`src/rtl/inference_sequencer.sv`:
```
// inference_sequencer: loads A/B/C RAMs from one AXI-Stream slave, pulses Inference start, streams RES out.
module inference_sequencer #(
  parameter int width = 8,
  parameter int A_depth_bits = 9,
  parameter int B_depth_bits = 4,
  parameter int C_depth_bits = 2,
  parameter int RES_depth_bits = 6,
  parameter int NUM_A = 448,
  parameter int NUM_B = 16,
  parameter int NUM_C = 3,
  parameter int NUM_RES = 64,
  parameter int WDOG_CYCLES = 4096
) (
  input  logic                      clk,
  input  logic                      resetn,
  input  logic [width-1:0]          S_AXIS_TDATA,
  input  logic                      S_AXIS_TVALID,
  output logic                      S_AXIS_TREADY,
  input  logic                      S_AXIS_TLAST,
  output logic [width-1:0]          M_AXIS_TDATA,
  output logic                      M_AXIS_TVALID,
  input  logic                      M_AXIS_TREADY,
  output logic                      M_AXIS_TLAST,
  output logic                      A_write_en,
  output logic [A_depth_bits-1:0]   A_write_address,
  output logic [width-1:0]          A_write_data_in,
  output logic                      B_write_en,
  output logic [B_depth_bits-1:0]   B_write_address,
  output logic [width-1:0]          B_write_data_in,
  output logic                      C_write_en,
  output logic [C_depth_bits-1:0]   C_write_address,
  output logic [width-1:0]          C_write_data_in,
  output logic                      inf_start,
  input  logic                      inf_done,
  output logic                      RES_read_en,
  output logic [RES_depth_bits-1:0] RES_read_address,
  input  logic [width-1:0]          RES_read_data_out,
  output logic                      busy,
  output logic                      err_tlast,
  output logic                      err_timeout
);
  localparam int CW = $clog2(NUM_A) + 1;
  typedef enum logic [2:0] {IDLE, LOAD_A, LOAD_B, LOAD_C, COMPUTE, SEND_RD, SEND_OUT} state_t;
  state_t state, next;
  logic [CW-1:0] cnt, cnt_next;
  logic [width-1:0] hold;
  logic fresh, hs, last_word, timeout, frame_start;
  assign S_AXIS_TREADY = state inside {LOAD_A, LOAD_B, LOAD_C};
  assign hs = S_AXIS_TVALID && S_AXIS_TREADY;
  assign last_word = state == LOAD_C && cnt == CW'(NUM_C - 1);
  assign frame_start = state == IDLE && S_AXIS_TVALID;
  assign busy = state != IDLE;
  assign A_write_en = state == LOAD_A && S_AXIS_TVALID;
  assign B_write_en = state == LOAD_B && S_AXIS_TVALID;
  assign C_write_en = state == LOAD_C && S_AXIS_TVALID;
  assign A_write_address = A_write_en ? cnt[A_depth_bits-1:0] : '0;
  assign B_write_address = B_write_en ? cnt[B_depth_bits-1:0] : '0;
  assign C_write_address = C_write_en ? cnt[C_depth_bits-1:0] : '0;
  assign A_write_data_in = A_write_en ? S_AXIS_TDATA : '0;
  assign B_write_data_in = B_write_en ? S_AXIS_TDATA : '0;
  assign C_write_data_in = C_write_en ? S_AXIS_TDATA : '0;
  assign RES_read_en = state == SEND_RD;
  assign RES_read_address = RES_read_en ? cnt[RES_depth_bits-1:0] : '0;
  assign M_AXIS_TVALID = state == SEND_OUT;
  assign M_AXIS_TLAST = M_AXIS_TVALID && cnt == CW'(NUM_RES - 1);
  assign M_AXIS_TDATA = !M_AXIS_TVALID ? '0 : fresh ? RES_read_data_out : hold;
  always_comb begin
    next = state;
    cnt_next = cnt;
    case (state)
      IDLE: if (S_AXIS_TVALID) next = LOAD_A;
      LOAD_A: if (hs) begin
        next = cnt == CW'(NUM_A - 1) ? LOAD_B : LOAD_A;
        cnt_next = cnt == CW'(NUM_A - 1) ? '0 : cnt + 1'b1;
      end
      LOAD_B: if (hs) begin
        next = cnt == CW'(NUM_B - 1) ? LOAD_C : LOAD_B;
        cnt_next = cnt == CW'(NUM_B - 1) ? '0 : cnt + 1'b1;
      end
      LOAD_C: if (hs) begin
        next = last_word ? COMPUTE : LOAD_C;
        cnt_next = last_word ? '0 : cnt + 1'b1;
      end
      COMPUTE: next = inf_done ? SEND_RD : timeout ? IDLE : COMPUTE;
      SEND_RD: next = SEND_OUT;
      SEND_OUT: if (M_AXIS_TREADY) begin
        next = M_AXIS_TLAST ? IDLE : SEND_RD;
        cnt_next = M_AXIS_TLAST ? '0 : cnt + 1'b1;
      end
      default: next = IDLE;
    endcase
  end
  always_ff @(posedge clk or negedge resetn) begin
    if (!resetn) begin
      state <= IDLE;
      cnt <= '0;
      hold <= '0;
      fresh <= 1'b0;
      inf_start <= 1'b0;
      err_tlast <= 1'b0;
    end else begin
      state <= next;
      cnt <= cnt_next;
      fresh <= state == SEND_RD;
      hold <= fresh ? RES_read_data_out : hold;
      inf_start <= hs && last_word;
      err_tlast <= frame_start ? 1'b0 : (hs && S_AXIS_TLAST && !last_word) ? 1'b1 : err_tlast;
    end
  end
`ifdef WATCHDOG_EN
  localparam int WW = $clog2(WDOG_CYCLES + 1);
  logic [WW-1:0] wdog;
  assign timeout = state == COMPUTE && !inf_done && wdog == WW'(WDOG_CYCLES - 1);
  always_ff @(posedge clk or negedge resetn) begin
    if (!resetn) begin
      wdog <= '0;
      err_timeout <= 1'b0;
    end else begin
      wdog <= state == COMPUTE ? wdog + 1'b1 : '0;
      err_timeout <= timeout ? 1'b1 : frame_start ? 1'b0 : err_timeout;
    end
  end
`else
  assign timeout = 1'b0;
  assign err_timeout = 1'b0;
`endif
endmodule

```
`config.mk`:
```
export PLATFORM = sky130hd
export DESIGN_NAME = inference_sequencer
export DESIGN_NICKNAME = d
export VERILOG_FILES = /design/src/rtl/inference_sequencer.sv
export SDC_FILE = /design/constraint.sdc
export NUM_CORES = 1
export LEC_CHECK = 0
export ABC_AREA = 1
export ABC_CLOCK_PERIOD_IN_PS = 1900
export BUFFER_PORTS_ARGS = -buffer_cell sky130_fd_sc_hd__buf_2
export CAP_MARGIN = 30
export CORE_UTILIZATION = 45
export CTS_CLUSTER_DIAMETER = 150
export DETAILED_ROUTE_END_ITERATION = 16
export PLACE_DENSITY = 0.84
export SYNTH_ARGS = -nofsm -noshare
export SYNTH_HDL_FRONTEND = slang
export SYNTH_SLANG_ARGS = --single-unit
```
`constraint.sdc`:
```
create_clock -name clk -period 1.9 [get_ports clk]
set_input_delay 0 -clock clk [delete_from_list [all_inputs] [get_ports clk]]
set_output_delay 0 -clock clk [all_outputs]
set_load 0.01 [all_outputs]
```
**Word level (Yosys, flattened, before mapping)**

Cells that the tools add are included.

- Input port bits: 22
- Register bits after elaboration: 24
- Memories kept: 0
- Memory bits (writable): 0
- Word-level logic and storage cells: 71
- Latch bits: 0
- Memory bits (read-only): 0

- Equality and inequality tests: 15
- Div/mod/pow operators: 0
- Multiplexer cells: 31
- Add/sub/neg operators: 1
- $lt $le $gt $ge: 0
- Multipliers: 0
- Bitwise operators: 0
- Shifts and indexed selects: 0
- Reductions and logical operators: 18

Operator list:

| cell | number |
|---|---|
| 10-bit 2-to-1 mux | 8 |
| 8-bit 2-to-1 mux | 5 |
| 10-bit case mux with 4 select lines | 1 |
| 3-bit 2-to-1 mux | 7 |
| 3-bit case mux with 7 select lines | 1 |
| 10-bit by 1-bit adder with 10-bit output, second input constant | 1 |
| 10-bit by 2-bit == test with 1-bit output, second input constant | 1 |
| 10-bit by 4-bit == test with 1-bit output, second input constant | 1 |
| 10-bit by 6-bit == test with 1-bit output, second input constant | 1 |
| 10-bit by 9-bit == test with 1-bit output, second input constant | 1 |
| 1-bit logical AND | 10 |
| 5-bit AND reduction | 2 |
| 3-bit == test, second input constant | 3 |
| 9-bit 2-to-1 mux | 1 |
| 2-bit inequality test, second input constant | 4 |
| 3-bit by 2-bit == test with 1-bit output, second input constant | 2 |
| 6-bit 2-to-1 mux | 1 |
| 3-bit nonzero test | 2 |
| 1-bit 2-to-1 mux | 4 |
| 2-bit 2-to-1 mux | 2 |
| 4-bit 2-to-1 mux | 1 |
| 4-bit nonzero test | 1 |
| 3-bit by 1-bit == test with 1-bit output, second input constant | 1 |
| 3-bit logical NOT | 1 |
| other kinds (3) | 3 |

**Depth between registers and ports, before layout**

Gate-level depths: netlist of run 1.

- Depth after elaboration: 7
- Gate-level depth with buffers: 10
- Mapped depth without buffers: 9

**Worst setup path before layout of run 1**

No wires, ideal clock.

- Kind: flip-flop to flip-flop
- Start point: register cnt[1]
- End point: register cnt[8]
- Stages on the path, launching flop included: 9
- Data required time: 1.774 ns
- Arrival time: 1.363 ns
- Setup slack: 0.411 ns
- Clock period less this slack: 1.489 ns
- Path buffers: 0
- Cells stage by stage: dfrtp_1 -> ha_1 -> nand2_1 -> nor2_4 -> nand2_1 -> nand2_1 -> nand2_1 -> o21bai_4 -> o21ai_0

- Word-level cells in the longest chain between the ends: 5
- Elaborated cells on any way between the ends: 16
- Classes of those cells: 1 x add/sub; 4 x eq/ne; 9 x mux; 2 x reduce/logical

RTL lines:

| element | line | text |
|---|---|---|
| from (decl) | 45 | `logic [CW-1:0] cnt, cnt_next;` |
| from (signal assigned) | 103 | `cnt <= cnt_next;` |
| parallel branches: the longest is 4 deep, another holds 10-bit by 1-bit adder with 10-bit output | -- |  |
| 10-bit case mux with 4 select lines * | 70 | `case (state)` |

Mark *: on every way between the ends. The select of a mux whose other input is x is not followed.
A chain may end at the register's enable or synchronous reset.

**Worst setup path after layout of run 1**

- Start point: register state[2]
- End point: output port A_write_address[8]

- Word-level cells in the longest chain between the ends: 3

RTL lines:

| element | line | text |
|---|---|---|
| from (decl) | 44 | `state_t state, next;` |
| from (signal assigned) | 102 | `state <= next;` |
| 3-bit by 1-bit == test with 1-bit output | 53 | `assign A_write_en = state == LOAD_A && S_AXIS_TVALID;` |
| 1-bit logical AND | 53 |  |
| 9-bit 2-to-1 mux | 56 | `assign A_write_address = A_write_en ? cnt[A_depth_bits-1:0] : '0;` |
| to (decl) | 25 | `output logic [A_depth_bits-1:0] A_write_address,` |

Every way passes these cells.

==> results of run 1 <==
==> how the worst max path moves through the flow <==
stage,from,endpoint,slack (ns),cells after the start
2_1_floorplan,cnt[1],cnt[8],0.41,8
3_3_place_gp,cnt[1],cnt[8],0.27,8
3_5_place_dp,cnt[1],cnt[8],0.22,8
4_1_cts,state[2],C_write_address[0],0.06,6
5_1_grt,state[2],A_write_address[0],0.02,8
6_report,state[2],A_write_address[8],0.16,8
==> routing by layer <==
metal / vias up / share of wire (%) / track usage [%]
li1: 1092 / - / -
met1: 970 / 42 / 30.5
met2: 111 / 48 / 43.8
met3: 13 / 6.6 / 2.24
met4: 0 / 3.2 / 13.0
met5: - / 0 / 0
==> synthesized netlist by cell type <==
library cell	n	area, um2
a21oi_1	12	60.1
a21oi_2	1	8.76
a21oi_4	1	16.3
a41oi_1	1	8.76
buf_2	3	15.0
buf_4	2	15.0
buf_6	1	11.3
clkbuf_1	1	3.75
clkinv_1	2	7.51
conb_1	1	3.75
dfrtp_1	24	601
ha_1	2	25.0
inv_1	36	135
inv_2	3	11.3
nand2_1	76	285
nand2_2	1	6.26
nand2_4	3	33.8
nand3_1	21	105
nand3_4	1	17.5
nand4_1	6	37.5
nor2_1	70	263
nor2_2	2	12.5
nor2_4	2	22.5
nor2_8	1	20.0
nor3_1	1	5.00
nor4_1	2	12.5
o211ai_1	3	22.5
o21ai_0	7	35.0
o21ai_1	1	5.00
o21ai_2	1	8.76
o21bai_1	1	7.51
o21bai_4	1	18.8
or2_2	1	6.26
xor2_1	1	8.76
==> power by group <==
group          switching (W)  internal, W
sequential         0.0000826     0.000559
clock               0.000165     0.000185
combinational       0.000285     0.000155
==> metrics by stage <==
stage,hold WS [ns],total power (W),area [um2],setup WS [ns]
final,0.00741,0.00143,2450,0.159
after global routing,0.0166,0.00154,2450,0.0188
after CTS,0.00285,0.00144,2440,0.0633
after detailed placement,0.0146,0.00107,2300,0.221
after global placement,0.00690,0.00106,2300,0.268
after floorplan,-0.296,0.000924,1860,0.411
==> final cells by class <==
class                           count  area [um2]
Clock buffer                        4        55.1
Fill cell                         339        1350
Tap cell                           48        60.1
Timing Repair Buffer               94         518
Sequential cell                    24         602
Multi-Input combinational cell    220        1060
Inverter                           41         156
==> cells by family after synthesis <==
family | Yosys count | share of synthesized area, %
xor gates and xnor gates | 1 | 0.472
adders and majority gates | 2 | 1.35
AOI/OAI and AO/OA | 29 | 10.3
DFF | 24 | 32.4
and+or+nand+nor | 187 | 44.6
other | 1 | 0.202
buffers and inverters | 48 | 10.7
==> flip-flops by register name (all words and copies together) (netlist names) <==
| signal | flops |
|---|---|
| cnt | 10 |
| state | 3 |
| inf_start | 1 |
| err_tlast | 1 |
| hold | 8 |
| fresh | 1 |
==> what timing repair did <==
item,CTS,global route
gates resized for setup,0,4
hold buffers,9,0
setup endpoints to repair,0,23
hold endpoints to repair,32,0
==> worst max-delay path, stage by stage (launching register included) <==
cell     delay, ns
dfrtp_2       0.47
inv_4         0.13
nand2_1       0.08
nor2_1        0.15
inv_1         0.09
nor2_2        0.11
inv_2         0.16
nor2_1        0.13
buf_2         0.14
==> flow_summary.yaml, run 1 <==
run_status:
  status: "finished clean"
finish:
  final_common_cell: "buf_2"
  n_antenna_cell: 0
  area_growth_pct: 31.9
  drive_above_1_share_pct: 28.7
  fin_util_pct: 64.4
  layout.nets: 408
  mostFrequentLayoutCells: "84 x buf_2, 76 x nand2_1, 70 x nor2_1"
  instances_no_fill: 431
timing:
  setup_tns_ns: 0
  slew_headroom_pct: 64.3
  fin_crit_ns: 1.74
  final-hold-violation-count: 0
  setup_viol: 0
  fmax_mhz: 574
  fin_crit_sh_pct: 91.7
  skew_ns: 0.00317
  worst_pin_slew_ns: 0.536
  drv_slew: 0
  grt_setup_unrepaired: "no"
route:
  drtPass1Iterations: 5
  final_antenna_net_count: 0
  vias: 2186
  vias_per_cell: 5.07
  drt-total-wl_um: 5350
  drcViolationCount: 0
  drtIter0Drc: 155
  routedWlPerCell_um: 12.4
global_route:
  first_global_vias: 1924
  grt_max_degree: 25
  grt_usage_pct: 25.1
  grt_overflow_total: 0
  antenna_found_initial: 0
  grt_pass1_wl_um: 8400
clock_tree:
  htree_levels: 1
  cts.sinks: 24
  root_buffer: "clkbuf_8"
  clk_pin_slew_ns: 0.08
  tritoncts: "done"
  post_cts_buffers: 0
  cts_buffer_depth: 2
  numCtsBuffers: 3
  clk_latency_ns: 0.27
place:
  place_inst: 418
  post-dp-hpwl_um: 4040
  gp_congestion: 1.02
  place.port_buffers: 84
floorplanning:
  start_util_pct: 48.8
  fp.dieH_um: 66.2
  die_area_mm2: 0.00438
  pin_count: 86
  dieWidth_um: 66.2
  row_count: 22
  core_mm2: 0.00380
job:
  cap_violations: 0
setup_path:
  reg2reg_depth: 8
  r2r_start: "cnt[1]"
  critPathKind: "register to primary output"
  cp_data_arrival_time_ns: 1.74
  crit_fanout: 17
  r2r_slack_ns: 0.20
  worstPathRequired_ns: 1.90
  r2r-end: "cnt[8]"
  start_kind: "register"
  crit_path_end_kind: "primary output"
synth:
  netlist_area_mm2: 0.00186
  synthCells: 292
  synth.avg_cell_area_um2: 6.35
  syn-num-nets: 316
  synth-seq-cells: 24
  synth.distinct_cells: 34
  yosysWarnings: 0
  ys_seq_area_share_pct: 32.4
power:
  leakagePower_nw: 1.49
  vdd_drop_max_mv: 0.371
  p_per_area_mw_per_mm2: 585
min_path:
  hold_path_class: "input port to register"
  worstHoldStart: "S_AXIS_TLAST"
  min_to: "err_tlast"
  hold_depth: 3
Note: power is estimated with default switching activity, not from simulation.
==> inputs of run 2 (changes only) <==
==> constraint.sdc (replaced) <==
create_clock -name clk -period 1.9 [get_ports clk]
set_input_delay 0.285 -clock clk [delete_from_list [all_inputs] [get_ports clk]]
set_output_delay 0.285 -clock clk [all_outputs]
set_load 0.01 [all_outputs]
==> flow_summary.yaml, run 2 (same netlist as run 1, synthesis figures left out) <==
finish:
  num-fill-cells: 323
  mostFrequentLayoutCells: "84 x buf_2, 76 x nand2_1, 64 x nor2_1"
  drive_above_1_share_pct: 34.0
  largest_reg_flops: 10
  top_regs: "cnt x10, hold x8, state x3"
  regMostFlops: "cnt"
  n_antenna_cell: 0
  area_growth_pct: 34.1
  final_common_cell: "buf_2"
  fin_util_pct: 65.5
  layout.nets: 410
global_route:
  first_global_vias: 2060
  grt_overflow_total: 0
  grt_pass1_wl_um: 8870
  antenna_found_initial: 0
  grt_max_degree: 25
  grt_usage_pct: 26.6
clock_tree:
  cts.sinks: 24
  root_buffer: "clkbuf_8"
  htree_levels: 1
  cts_buffer_depth: 2
  numCtsBuffers: 3
  hold_buffers: 0
  clk_pin_slew_ns: 0.08
  clk_latency_ns: 0.26
  tritoncts: "done"
setup_path:
  r2r_slack_ns: 0.20
  reg2reg_depth: 8
  path_buf_inv: 4
  path_cells: "clkinv_4, nand2_1, nor2_2, inv_1, nor2_4, inv_6, nor2_1, buf_2"
  max_stage_delay_ns: 0.47
  critPathKind: "register to primary output"
  start_kind: "register"
  r2r_start: "cnt[0]"
  cpMaxStageDelayCell: "dfrtp_2"
  critPathTopFamily: "flip-flops"
  crit_fanout: 17
  worstPathRequired_ns: 1.62
  r2r-end: "cnt[1]"
  crit_path_end_kind: "primary output"
  cp_data_arrival_time_ns: 1.60
  path_depth: 8
run_status:
  status: "complete, but fails checks"
  violations: "hold timing"
power:
  p_sw_w: 0.000551
  p_sw_share_pct: 35.0
  leakagePower_nw: 1.51
  intPower_w: 0.00102
  p_per_area_mw_per_mm2: 633
  p_comb_share_pct: 31.7
  total_power_w: 0.00157
  clkPwrFrac_pct: 28.4
  p_seq_share_pct: 39.9
  vdd_drop_max_mv: 0.384
floorplanning:
  row_count: 22
  fp.dieH_um: 66.2
  core_mm2: 0.00380
  start_util_pct: 48.8
  pin_count: 86
  die_area_mm2: 0.00438
  dieWidth_um: 66.2
timing:
  drv_slew: 0
  hold_slack_ns: -0.00374
  fmax_mhz: 529
  setup_viol: 0
  worst_pin_slew_ns: 0.546
  slew_headroom_pct: 63.6
  fin_crit_ns: 1.89
  final-hold-violation-count: 14
  grt_setup_unrepaired: "yes"
  skew_ns: 0.00217
  fin_crit_sh_pct: 99.4
route:
  routedWlPerCell_um: 12.5
  drtPass1Iterations: 6
  final_antenna_net_count: 0
  drt-total-wl_um: 5400
  drtIter0Drc: 145
  vias: 2225
  vias_per_cell: 5.14
  drcViolationCount: 0
place:
  post-dp-hpwl_um: 4060
  gp_congestion: 0.905
  place.port_buffers: 84
min_path:
  hold_path_class: "input port to asynchronous set/reset pin"
job:
  cap_violations: 0
[run 2: changes by cell type in the layout (fill, tap and decap cells not counted), sizes merged]
| cell | change |
|---|---|
| buf | +11 |
| bufinv | +1 |
| clkbuf | -1 |
| clkinv | +2 |
| dlygate4sd3 | -9 |
| inv | -2 |
[run 2: layer usage]
layer / vias to the layer above / wire, um / track usage [%]
met3: 15 / 391 / 4.83
met2: 123 / 2590 / 45.8
met1: 990 / 2270 / 32.6
li1: 1097 / - / -
met4: 0 / 148 / 10.1
met5: - / 0 / 0
[run 2: area by class of cell]
| type | count | area, um2 | share of cell area, % |
|---|---|---|---|
| Multi-Input combinational cell | 220 | 1080 | 43.3 |
| Sequential cell | 24 | 603 | 24.2 |
| Timing Repair Buffer | 96 | 510 | 20.5 |
| Inverter | 41 | 166 | 6.69 |
| Tap cell | 48 | 60.1 | 2.41 |
| Clock buffer | 3 | 41.3 | 1.66 |
| Clock inverter | 1 | 30.0 | 1.21 |
[run 2: through the flow]
step	area (um2)	setup TNS, ns	worst slack [ns]	instances	hold WS [ns]
final	2490	0	0.0105	433	-0.00374
after global routing	2490	-3.30	-0.125	433	0.0181
after CTS	2420	-0.0208	-0.0173	427	0.0147
after detailed placement	2330	0	0.146	422	0.303
after global placement	2330	0	0.203	422	0.293
after floorplan	1860	0	0.184	292	-0.0106
[run 2: timing repair]
item,4_1_cts,5_1_grt
pin swaps,0,1
buffers inserted,1,6
hold endpoints to repair,0,0
cloned,0,0
endpoints found under the setup margin,48,54
resized for setup,8,10
[run 2: power groups by stage]
stage	combinational (W)	clock [W]	sequential, W
floorplan	0.000298	0	0.000626
global placement	0.000458	0	0.000630
detailed placement	0.000471	0	0.000635
CTS	0.000482	0.000454	0.000624
global route	0.000564	0.000490	0.000635
finish	0.000498	0.000447	0.000628
[run 2: worst max path at each step]
| stage | from | slack [ns] | endpoint |
|---|---|---|---|
| 2_1_floorplan | state[2] | 0.18 | A_write_address[5] |
| 3_3_place_gp | state[2] | 0.20 | C_write_address[0] |
| 3_5_place_dp | state[2] | 0.15 | C_write_address[0] |
| 4_1_cts | state[2] | -0.02 | A_write_address[8] |
| 5_1_grt | state[2] | -0.13 | A_write_data_in[1] |
| 6_report | state[2] | 0.01 | A_write_address[7] |
[run 2: worst register-to-register path, cell delays in order (launching register included)]
cell	delay (ns)
dfrtp_1	0.44
ha_1	0.21
nand3_1	0.18
nor2_1	0.14
nand2_1	0.12
nand2_1	0.08
nand2_1	0.08
o21bai_4	0.22
a21oi_1	0.10
